**config.mk**
```make
export PLATFORM = sky130hd
export DESIGN_NAME = cpu_multiply
export DESIGN_NICKNAME = d
export VERILOG_FILES = /design/src/rtl/cpu_multiply_pkg.sv /design/src/rtl/cpu_multiply_partial.sv /design/src/rtl/cpu_multiply.sv
export SDC_FILE = /design/constraint.sdc
export NUM_CORES = 2
export LEC_CHECK = 0
export CORE_UTILIZATION = 55
export DETAILED_ROUTE_END_ITERATION = 10
export PLACE_DENSITY_LB_ADDON = 0.1
export SLEW_MARGIN = 15
export SYNTH_ARGS = -nofsm -noshare
export SYNTH_HDL_FRONTEND = slang
export SYNTH_SLANG_ARGS = --single-unit
export TNS_END_PERCENT = 20
```
**constraint.sdc**
```tcl
create_clock -name i_clock -period 28.3 [get_ports i_clock]
set_clock_uncertainty 0.1 [all_clocks]
set_input_delay 5.66 -clock i_clock [delete_from_list [all_inputs] [get_ports i_clock]]
set_output_delay 5.66 -clock i_clock [all_outputs]
set_load 0.01 [all_outputs]
```
**src/rtl/cpu_multiply_pkg.sv**
```systemverilog
// Shared types and constants for the cpu_multiply execute-stage multiplier.
// Holds the FSM state enum, the half-width split and the request latency.
package cpu_multiply_pkg;

  localparam int MUL_WIDTH = 32;
  localparam int HALF = MUL_WIDTH / 2;

`ifdef CPU_MULTIPLY_FAST_EN
  localparam int MUL_LATENCY = 1;
`else
  localparam int MUL_LATENCY = 4;
`endif

  typedef enum logic [2:0] {
    IDLE,
    CAPTURE,
    PARTIAL,
    SUM,
    DONE
  } mul_state_e;

endpackage

```
**src/rtl/cpu_multiply_partial.sv**
```systemverilog
// Unsigned HW x HW combinational multiplier used for one partial product.
// Ports: a_i, b_i operands (HW bits); p_o product (2*HW bits).
module cpu_multiply_partial
  import cpu_multiply_pkg::*;
#(
  parameter int HW = HALF
) (
  input  logic [HW-1:0]   a_i,
  input  logic [HW-1:0]   b_i,
  output logic [2*HW-1:0] p_o
);

  assign p_o = {{HW{1'b0}}, a_i} * {{HW{1'b0}}, b_i};

endmodule

```
**src/rtl/cpu_multiply.sv**
```systemverilog
// Multi-cycle WIDTH x WIDTH -> 2*WIDTH multiplier (MUL/MULH/MULHU), level-held
// request i_latch, result o_result valid while o_ready. Async active-high i_reset.
// Macro CPU_MULTIPLY_FAST_EN: single-cycle combinational product, IDLE/DONE only.
// Ports: i_clock, i_reset, i_latch, i_signed, i_op1, i_op2 -> o_ready, o_result.
module cpu_multiply
  import cpu_multiply_pkg::*;
#(
  parameter int WIDTH = MUL_WIDTH
) (
  input  logic               i_clock,
  input  logic               i_reset,
  input  logic               i_latch,
  input  logic               i_signed,
  input  logic [WIDTH-1:0]   i_op1,
  input  logic [WIDTH-1:0]   i_op2,
  output logic               o_ready,
  output logic [2*WIDTH-1:0] o_result
);

  localparam int HW = WIDTH / 2;

  // Unsigned magnitude; -2^(W-1) maps to 2^(W-1), which still fits unsigned.
  function automatic logic [WIDTH-1:0] mag(
    input logic [WIDTH-1:0] v,
    input logic             s
  );
    return (s && v[WIDTH-1]) ? -v : v;
  endfunction

  mul_state_e           state_q, state_d;
  logic                 ready_q, ready_d;
  logic [2*WIDTH-1:0]   result_q, result_d;

`ifdef CPU_MULTIPLY_FAST_EN

  logic [WIDTH-1:0]   m1, m2;
  logic [2*WIDTH-1:0] pmag, prod;

  assign m1   = mag(i_op1, i_signed);
  assign m2   = mag(i_op2, i_signed);
  assign pmag = {{WIDTH{1'b0}}, m1} * {{WIDTH{1'b0}}, m2};
  assign prod = (i_signed && (i_op1[WIDTH-1] ^ i_op2[WIDTH-1])) ? -pmag : pmag;

  always_ff @(posedge i_clock or posedge i_reset) begin
    if (i_reset) begin
      state_q  <= IDLE;
      ready_q  <= 1'b0;
      result_q <= '0;
    end else begin
      state_q  <= state_d;
      ready_q  <= ready_d;
      result_q <= result_d;
    end
  end

  always_comb begin
    state_d  = state_q;
    ready_d  = ready_q;
    result_d = result_q;
    unique case (state_q)
      IDLE: begin
        ready_d = 1'b0;
        if (i_latch) begin
          result_d = prod;
          ready_d  = 1'b1;
          state_d  = DONE;
        end
      end
      DONE: begin
        if (!i_latch) begin
          ready_d = 1'b0;
          state_d = IDLE;
        end
      end
      default: begin
        ready_d = 1'b0;
        state_d = IDLE;
      end
    endcase
  end

`else

  logic [WIDTH-1:0]   a_q, a_d;
  logic [WIDTH-1:0]   b_q, b_d;
  logic               sgn_q, sgn_d;
  logic               neg_q, neg_d;
  logic [WIDTH-1:0]   ll_q, ll_d;
  logic [WIDTH-1:0]   lh_q, lh_d;
  logic [WIDTH-1:0]   hl_q, hl_d;
  logic [WIDTH-1:0]   hh_q, hh_d;
  logic [2*WIDTH-1:0] sum_q, sum_d;

  logic [WIDTH-1:0]   ma, mb;
  logic [WIDTH-1:0]   ll_w, lh_w, hl_w, hh_w;

  assign ma = mag(a_q, sgn_q);
  assign mb = mag(b_q, sgn_q);

  cpu_multiply_partial #(.HW(HW)) u_ll (
    .a_i(ma[HW-1:0]),     .b_i(mb[HW-1:0]),     .p_o(ll_w)
  );
  cpu_multiply_partial #(.HW(HW)) u_lh (
    .a_i(ma[HW-1:0]),     .b_i(mb[WIDTH-1:HW]), .p_o(lh_w)
  );
  cpu_multiply_partial #(.HW(HW)) u_hl (
    .a_i(ma[WIDTH-1:HW]), .b_i(mb[HW-1:0]),     .p_o(hl_w)
  );
  cpu_multiply_partial #(.HW(HW)) u_hh (
    .a_i(ma[WIDTH-1:HW]), .b_i(mb[WIDTH-1:HW]), .p_o(hh_w)
  );

  always_ff @(posedge i_clock or posedge i_reset) begin
    if (i_reset) begin
      state_q  <= IDLE;
      ready_q  <= 1'b0;
      result_q <= '0;
      a_q      <= '0;
      b_q      <= '0;
      sgn_q    <= 1'b0;
      neg_q    <= 1'b0;
      ll_q     <= '0;
      lh_q     <= '0;
      hl_q     <= '0;
      hh_q     <= '0;
      sum_q    <= '0;
    end else begin
      state_q  <= state_d;
      ready_q  <= ready_d;
      result_q <= result_d;
      a_q      <= a_d;
      b_q      <= b_d;
      sgn_q    <= sgn_d;
      neg_q    <= neg_d;
      ll_q     <= ll_d;
      lh_q     <= lh_d;
      hl_q     <= hl_d;
      hh_q     <= hh_d;
      sum_q    <= sum_d;
    end
  end

  always_comb begin
    state_d  = state_q;
    ready_d  = ready_q;
    result_d = result_q;
    a_d      = a_q;
    b_d      = b_q;
    sgn_d    = sgn_q;
    neg_d    = neg_q;
    ll_d     = ll_q;
    lh_d     = lh_q;
    hl_d     = hl_q;
    hh_d     = hh_q;
    sum_d    = sum_q;
    unique case (state_q)
      IDLE: begin
        ready_d = 1'b0;
        if (i_latch) begin
          a_d     = i_op1;
          b_d     = i_op2;
          sgn_d   = i_signed;
          state_d = CAPTURE;
        end
      end
      CAPTURE: begin
        if (!i_latch) state_d = IDLE;
        else begin
          neg_d   = sgn_q & (a_q[WIDTH-1] ^ b_q[WIDTH-1]);
          ll_d    = ll_w;
          lh_d    = lh_w;
          hl_d    = hl_w;
          hh_d    = hh_w;
          state_d = PARTIAL;
        end
      end
      PARTIAL: begin
        if (!i_latch) state_d = IDLE;
        else begin
          // Cross terms summed at full width so their carry is kept.
          sum_d   = {{WIDTH{1'b0}}, ll_q}
                  + ({{WIDTH{1'b0}}, lh_q} << HW)
                  + ({{WIDTH{1'b0}}, hl_q} << HW)
                  + {hh_q, {WIDTH{1'b0}}};
          state_d = SUM;
        end
      end
      SUM: begin
        if (!i_latch) state_d = IDLE;
        else begin
          result_d = neg_q ? -sum_q : sum_q;
          ready_d  = 1'b1;
          state_d  = DONE;
        end
      end
      DONE: begin
        if (!i_latch) begin
          ready_d = 1'b0;
          state_d = IDLE;
        end
      end
      default: begin
        ready_d = 1'b0;
        state_d = IDLE;
      end
    endcase
  end

`endif

  assign o_ready  = ready_q;
  assign o_result = result_q;

endmodule

```
After elaboration in Yosys (flattened, before gate mapping)
Index checks and enable logic that the tools add are counted.
{"block": "totals", "output_inout_bits": 65, "register_bits": 326, "inputBits": 68}
{"block": "classes", "n_mux": 12, "addsub": 6, "mul": 4, "bitwise_logic": 3, "eq_ne": 7, "n_reduce_logical": 10}
{"operator": "$mul A16 B16 Y32", "n": 4}
{"operator": "$add A50 B64 Y64", "n": 1}
{"operator": "$mux W32", "n": 2}
{"operator": "$mux W64", "n": 1}
{"operator": "$neg A32 Y32", "n": 2}
{"operator": "$neg A64 Y64", "n": 1}
{"operator": "$add A49 B48 Y50", "n": 1}
{"operator": "$add A32 B48 Y49", "n": 1}
{"operator": "$pmux W3 S5", "n": 1}
{"operator": "$reduce_and A2 Y1", "n": 5}
{"operator": "$mux W3", "n": 3}
{"operator": "$eq A3 B2 Y1 const B", "n": 2}
{"operator": "$ne A2 B2 Y1 const B", "n": 3}
{"operator": "$mux W2", "n": 2}
{"operator": "$eq A3 B1 Y1 const B", "n": 1}
{"operator": "$eq A3 B3 Y1 const B", "n": 1}
{"operator": "$logic_not A3 Y1", "n": 1}
{"operator": "$pmux W1 S3", "n": 1}
{"operator": "$reduce_and A3 Y1", "n": 1}
{"operator": "$logic_and A1 B1 Y1", "n": 2}
{"operator": "$mux W1", "n": 2}
{"operator": "$reduce_or A2 Y1", "n": 1}
{"operator": "$and A1 B1 Y1", "n": 1}
{"operator": "$not A1 Y1", "n": 1}
{"operator": "$xor A1 B1 Y1", "n": 1}

Longest topological paths before layout
{"block": "logic_depth", "ltp_word": 4, "mapped_depth": 34, "depth_no_buf": 31}

Cells and area by module
A second synthesis with hierarchy kept.
{"block": "unflattened", "hier_cells": 5547, "area_unflattened_um2": 51364.3}
{"module": "cpu_multiply", "seq_area_each_um2": 8157.8, "n_inst": 1, "cells_per_inst": 1587, "area_each_um2": 17132.7}
{"module": "cpu_multiply_partial at u_ll", "seq_area_each_um2": 0.0, "n_inst": 1, "cells_per_inst": 995, "area_each_um2": 8592.0}
{"module": "cpu_multiply_partial at u_hh", "seq_area_each_um2": 0.0, "n_inst": 1, "cells_per_inst": 994, "area_each_um2": 8575.7}
{"module": "cpu_multiply_partial at u_hl", "seq_area_each_um2": 0.0, "n_inst": 1, "cells_per_inst": 987, "area_each_um2": 8552.0}
{"module": "cpu_multiply_partial at u_lh", "seq_area_each_um2": 0.0, "n_inst": 1, "cells_per_inst": 984, "area_each_um2": 8511.9}

Least setup slack after synthesis
No wires, ideal clock.
{"block": "synth_timing", "path_kind": "flip-flop to flip-flop", "from": "register a_q[0]", "to": "register hl_q[26]", "path_stages_with_launch": 32, "setup_ps": 83, "setup_slack_ps": 20064, "arrival_ps": 8053, "n_path_buf": 2, "cell_sequence": "dfrtp_1 -> clkbuf_1 -> inv_1 -> clkbuf_1 -> ha_1 -> nand3_1 -> nand2b_1 -> nor4_2 -> nand2_1 -> o31ai_1 -> xor2_1 -> nor2_1 -> fa_1 -> inv_1 -> fa_1 -> fa_1 -> inv_1 -> fa_1 -> fa_1 -> inv_1 -> fa_1 -> inv_1 -> ha_1 -> a21oi_1 -> o21ai_0 -> o2111ai_1 -> nor3_1 -> o21ai_0 -> o21ai_0 -> a31oi_1 -> xor2_1 -> o21ai_0"}
{"block": "synth_via", "elab_chain_cells": 3}
{"item": "from (decl)", "line_no": "cpu_multiply.sv:84", "source": "logic [WIDTH-1:0] a_q, a_d;"}
{"item": "from (signal assigned)", "line_no": "cpu_multiply.sv:118", "source": "a_q <= '0;"}
{"item": "from (signal assigned)", "line_no": "cpu_multiply.sv:131", "source": "a_q <= a_d;"}
{"item": "$neg A32 Y32", "line_no": "cpu_multiply.sv:27", "source": "return (s && v[WIDTH-1]) ? -v : v;"}
{"item": "$mux W32", "line_no": "cpu_multiply.sv:27"}
{"item": "$mul A16 B16 Y32", "line_no": "cpu_multiply_partial.sv:13", "source": "assign p_o = {{HW{1'b0}}, a_i} * {{HW{1'b0}}, b_i};"}
{"item": "to (signal assigned)", "line_no": "cpu_multiply.sv:137", "source": "hl_q <= hl_d;"}
{"item": "to (decl)", "line_no": "cpu_multiply.sv:90", "source": "logic [WIDTH-1:0] hl_q, hl_d;"}
No other way between the ends.
A chain may end at the register's enable or synchronous reset.

Worst setup path after layout
{"block": "layout_timing", "from": "register a_q[0]", "to": "register hl_q[24]"}
Same word-level chain as after synthesis.

==> flow_summary.rst <==
.. list-table::
   :header-rows: 1

   * - Metric
     - Value
   * - Run status
     - complete, but fails checks
   * - Violated checks
     - DRC
   * - Seq cells post-synth
     - 326
   * - Via count
     - 38810
   * - Placed cell count
     - just under 7000
   * - Number of synthesized flops with an enable pin
     - 0
   * - Library cell with the largest summed area after synthesis
     - sky130_fd_sc_hd__fa_1
   * - Critical Path End Type
     - flop
   * - Cell types with the largest area share after synthesis
     - sky130_fd_sc_hd__fa_1 33%, sky130_fd_sc_hd__dfrtp_1 16%, sky130_fd_sc_hd__ha_1 11%
   * - Number of instances resized during post-cts repair
     - 0
   * - Max stage delay cell, worst path
     - sky130_fd_sc_hd__o31ai_1
   * - Final critical-path share of the clock period
     - 33.38%
   * - Most common cell on crit path
     - sky130_fd_sc_hd__fa_1
   * - IO Pins
     - 133
   * - Critical Path Source Type
     - flop
   * - Highest clock rate
     - 0.1059 GHz
   * - Std-Cell Rows
     - roughly 110
   * - Seq/Total Area, Yosys
     - 16.48%
   * - Initial Util
     - 55.75%
   * - Total of warnings raised by yosys
     - 0
   * - Count of cells along the worst register-to-register path
     - 28
   * - Routed wire length per instance
     - 21.80 um
   * - Post-DRT Antenna Nets
     - 0
   * - Most instantiated cells after synthesis
     - 936 x sky130_fd_sc_hd__inv_1, 929 x sky130_fd_sc_hd__nand2_1, 809 x sky130_fd_sc_hd__fa_1, 565 x sky130_fd_sc_hd__nor2_1, 451 x sky130_fd_sc_hd__ha_1
   * - Number of slew-limit violations in the final report
     - 0
   * - Clock input transition at the sequential cells of the worst setup and hold paths
     - ~60 ps
   * - Mean instance size in the synthesized netlist
     - approximately 8.9 um^2
   * - Area of the core region
     - 88780 um^2
   * - Post-route DRC violation count
     - 12
   * - Share of the synthesized area in the top cell type
     - between 30% and 40%
   * - Hpwl dp
     - 116200 um
   * - Unrepaired setup endpoints after global routing
     - no
   * - Via/cell ratio
     - 5.673
   * - Clock net sink count
     - 326
   * - Total global routing track utilization
     - 33.76%
   * - Final-stage net count
     - 6970
   * - Aggregate global routing overflow
     - 0
   * - Post-CTS setup buffer count
     - 0
   * - Global-route wire length before repair
     - 230300 um
   * - Pin slew with the least headroom to its limit
     - 1283 ps
   * - Final total negative setup slack
     - 0 ps
   * - Overall die area
     - 91200 um^2
   * - Vias in the first global route
     - 38920
   * - Overall die height
     - around 300 um
   * - Final Instance Count excl. Fillers
     - between 6000 and 7000
   * - Max-capacitance violation count
     - 0
   * - Async set-reset flop share out of synthesis
     - 100.0%
   * - Syn_nets
     - approximately 7000
   * - Required time worst endpoint
     - 28670 ps
   * - Worst Setup Path Type
     - flop to flop
   * - Number of antenna violations at the first check in global routing
     - 0
   * - Number of unique standard cell types used by synthesis
     - 77
   * - Cells on Worst Hold Path
     - 2
   * - Latest clock arrival within the worst-skew pair
     - roughly 640 ps
   * - Inserted Clock Buffers
     - 42
   * - Tmin final
     - roughly 9400 ps
   * - Clock tree buffer depth
     - 3
   * - Horiz. Die Dim
     - 302.0 um
   * - CTS Hold Bufs
     - 0
   * - Largest net degree at the start of global routing
     - 157
   * - Leading cell type by number of instances after synthesis
     - sky130_fd_sc_hd__inv_1
   * - Number of buffers and inverters on the critical path
     - 4
   * - Worst relative slew slack
     - 13.83%
   * - Area added between synthesis and finish
     - 9.780%
   * - Sum of routed wire length over all layers
     - between 100000 and 150000 um
   * - Fraction of layout cells with a size suffix above 1
     - 6.661%
   * - Top delay family on crit path
     - adder cells
   * - Diodes inserted
     - 0
   * - Kind of path behind the tightest hold check
     - flop to flop
   * - Largest driver fanout on the critical path
     - 22
   * - Critical Path AT
     - 9820 ps
   * - Biggest cell delay along the critical path
     - between 600 and 700 ps
   * - Crit path depth
     - 28
   * - CTS tree
     - done
   * - Top flip-flop cell by instance count after synthesis
     - sky130_fd_sc_hd__dfrtp_1
   * - Combined area of all synthesized cells
     - 49500 um^2
   * - Starting DRC count in detailed routing
     - 3174
   * - Post-synthesis instance total
     - 5587
   * - Maximum level of the CTS H-tree
     - 2
   * - Final weighted congestion of routability-driven global placement
     - 0.9770
   * - Number of hold violations in the final report
     - 0
   * - Number of search-and-repair iterations in the first detailed-routing pass
     - 9
   * - Final Setup Violations
     - 0
   * - Clock root buffer master
     - sky130_fd_sc_hd__clkbuf_16
   * - Number of input and output port buffers inserted
     - 132
[metrics by stage]
step,setup slack [ps],cell area [um^2],hold slack [ps],utilization [%]
floorplan,13510,49500,341.8,-
global placement,19170,52790,357.2,59.46
detailed placement,18920,52790,366.7,59.46
CTS,18880,54330,382.4,61.20
global route,18220,54340,389.0,61.20
finish,18850,54340,373.8,61.20
[layout by cell type, fill, tap and decap left out, types with 8 or more instances in the layout]
| cell type | instances |
|---|---|
| sky130_fd_sc_hd__o21bai_1 | 22 |
| sky130_fd_sc_hd__clkdlybuf4s50_1 | 132 |
| sky130_fd_sc_hd__a31oi_1 | 25 |
| sky130_fd_sc_hd__dfrtp_1 | 325 |
| sky130_fd_sc_hd__a21o_1 | 55 |
| sky130_fd_sc_hd__nor2b_1 | 13 |
| sky130_fd_sc_hd__fa_1 | 809 |
| sky130_fd_sc_hd__or4_1 | 9 |
| sky130_fd_sc_hd__nand3_1 | 36 |
| sky130_fd_sc_hd__bufinv_16 | 8 |
| sky130_fd_sc_hd__mux2_2 | 79 |
| sky130_fd_sc_hd__o21a_1 | 8 |
| sky130_fd_sc_hd__and3_1 | 20 |
| sky130_fd_sc_hd__buf_4 | 124 |
| sky130_fd_sc_hd__a21oi_1 | 133 |
| sky130_fd_sc_hd__ha_1 | 451 |
| sky130_fd_sc_hd__o211ai_1 | 9 |
| sky130_fd_sc_hd__or2_2 | 13 |
| sky130_fd_sc_hd__nor4_1 | 14 |
| sky130_fd_sc_hd__o41ai_1 | 14 |
| sky130_fd_sc_hd__xor2_1 | 168 |
| sky130_fd_sc_hd__xnor2_1 | 113 |
| sky130_fd_sc_hd__o21ai_0 | 305 |
| sky130_fd_sc_hd__nand2_1 | 928 |
| sky130_fd_sc_hd__inv_1 | 935 |
| sky130_fd_sc_hd__nor3_1 | 31 |
| sky130_fd_sc_hd__a211oi_1 | 23 |
| sky130_fd_sc_hd__o31ai_1 | 37 |
| sky130_fd_sc_hd__clkbuf_16 | 42 |
| sky130_fd_sc_hd__nand4_1 | 17 |
| sky130_fd_sc_hd__nor2_1 | 564 |
| sky130_fd_sc_hd__clkinv_2 | 10 |
| sky130_fd_sc_hd__xnor2_2 | 31 |
| sky130_fd_sc_hd__xor2_2 | 13 |
| sky130_fd_sc_hd__or3_1 | 11 |
| sky130_fd_sc_hd__nand2b_1 | 20 |
[sequential cells by signal, summed over array words and instances (netlist names)]
register and flops:
sgn_q 1, o_result 64, hl_q 32, neg_q 1
ll_q 32, hh_q 32, state_q 3, sum_q 64
o_ready 1, a_q 32, b_q 32, lh_q 32
[layer usage]
metal / global-route usage [%] / share of wire (%)
met1: 47.90 / 43
met4: 13.28 / 4.5
met2: 49.07 / 42
met3: 9.373 / 11
met5: 0 / 0
[logic make-up after synthesis]
kind of cell / count (synthesis) / share of synthesized area [%]
xor+xnor: 334 / 5.941
flops: 326 / 16.48
simple gates: 1716 / 14.24
buf+inv: 1181 / 9.019
compound gates: 690 / 8.375
fa+ha+maj: 1260 / 44.12
mux: 80 / 1.818
[worst paths after layout]
kind	from	end	slack (ps)
worst min-delay path	o_result[5]$_DFFE_PP0P_	o_result[5]$_DFFE_PP0P_	370
worst min register to register	o_result[5]$_DFFE_PP0P_	o_result[5]$_DFFE_PP0P_	370
worst max register to register	a_q[0]$_DFFE_PP0P_	hl_q[24]$_DFFE_PP0P_	18850
max in group asynchronous	i_reset	a_q[1]$_DFFE_PP0P_	20460
worst max-delay path	a_q[0]$_DFFE_PP0P_	hl_q[24]$_DFFE_PP0P_	18850
min in group asynchronous	i_reset	o_result[45]$_DFFE_PP0P_	5520
[layout make-up]
type | instances | area, um^2
clock buffer | 48 | 1124
clock inverter | 29 | 419.2
fill | 7828 | 34450
inverter | 936 | 3526
multi-input combinational | 4080 | 37400
sequential | 326 | 8159
tap | 1165 | 1458
timing repair buffer | 256 | 2252
[worst register-to-register path, delay by kind of cell (launching register included)]
family / cells / cell delay [ps]
AOI/OAI and AO/OA: 8 / 2480
xor gates and xnor gates: 2 / 600
buffers and inverters: 4 / 340
and+or+nand+nor: 6 / 1540
adders and majority gates: 8 / 3560
DFF: 1 / 660
Power is not shown: default switching activity piles up to over one toggle a cycle in this logic, so the estimate is an artifact.
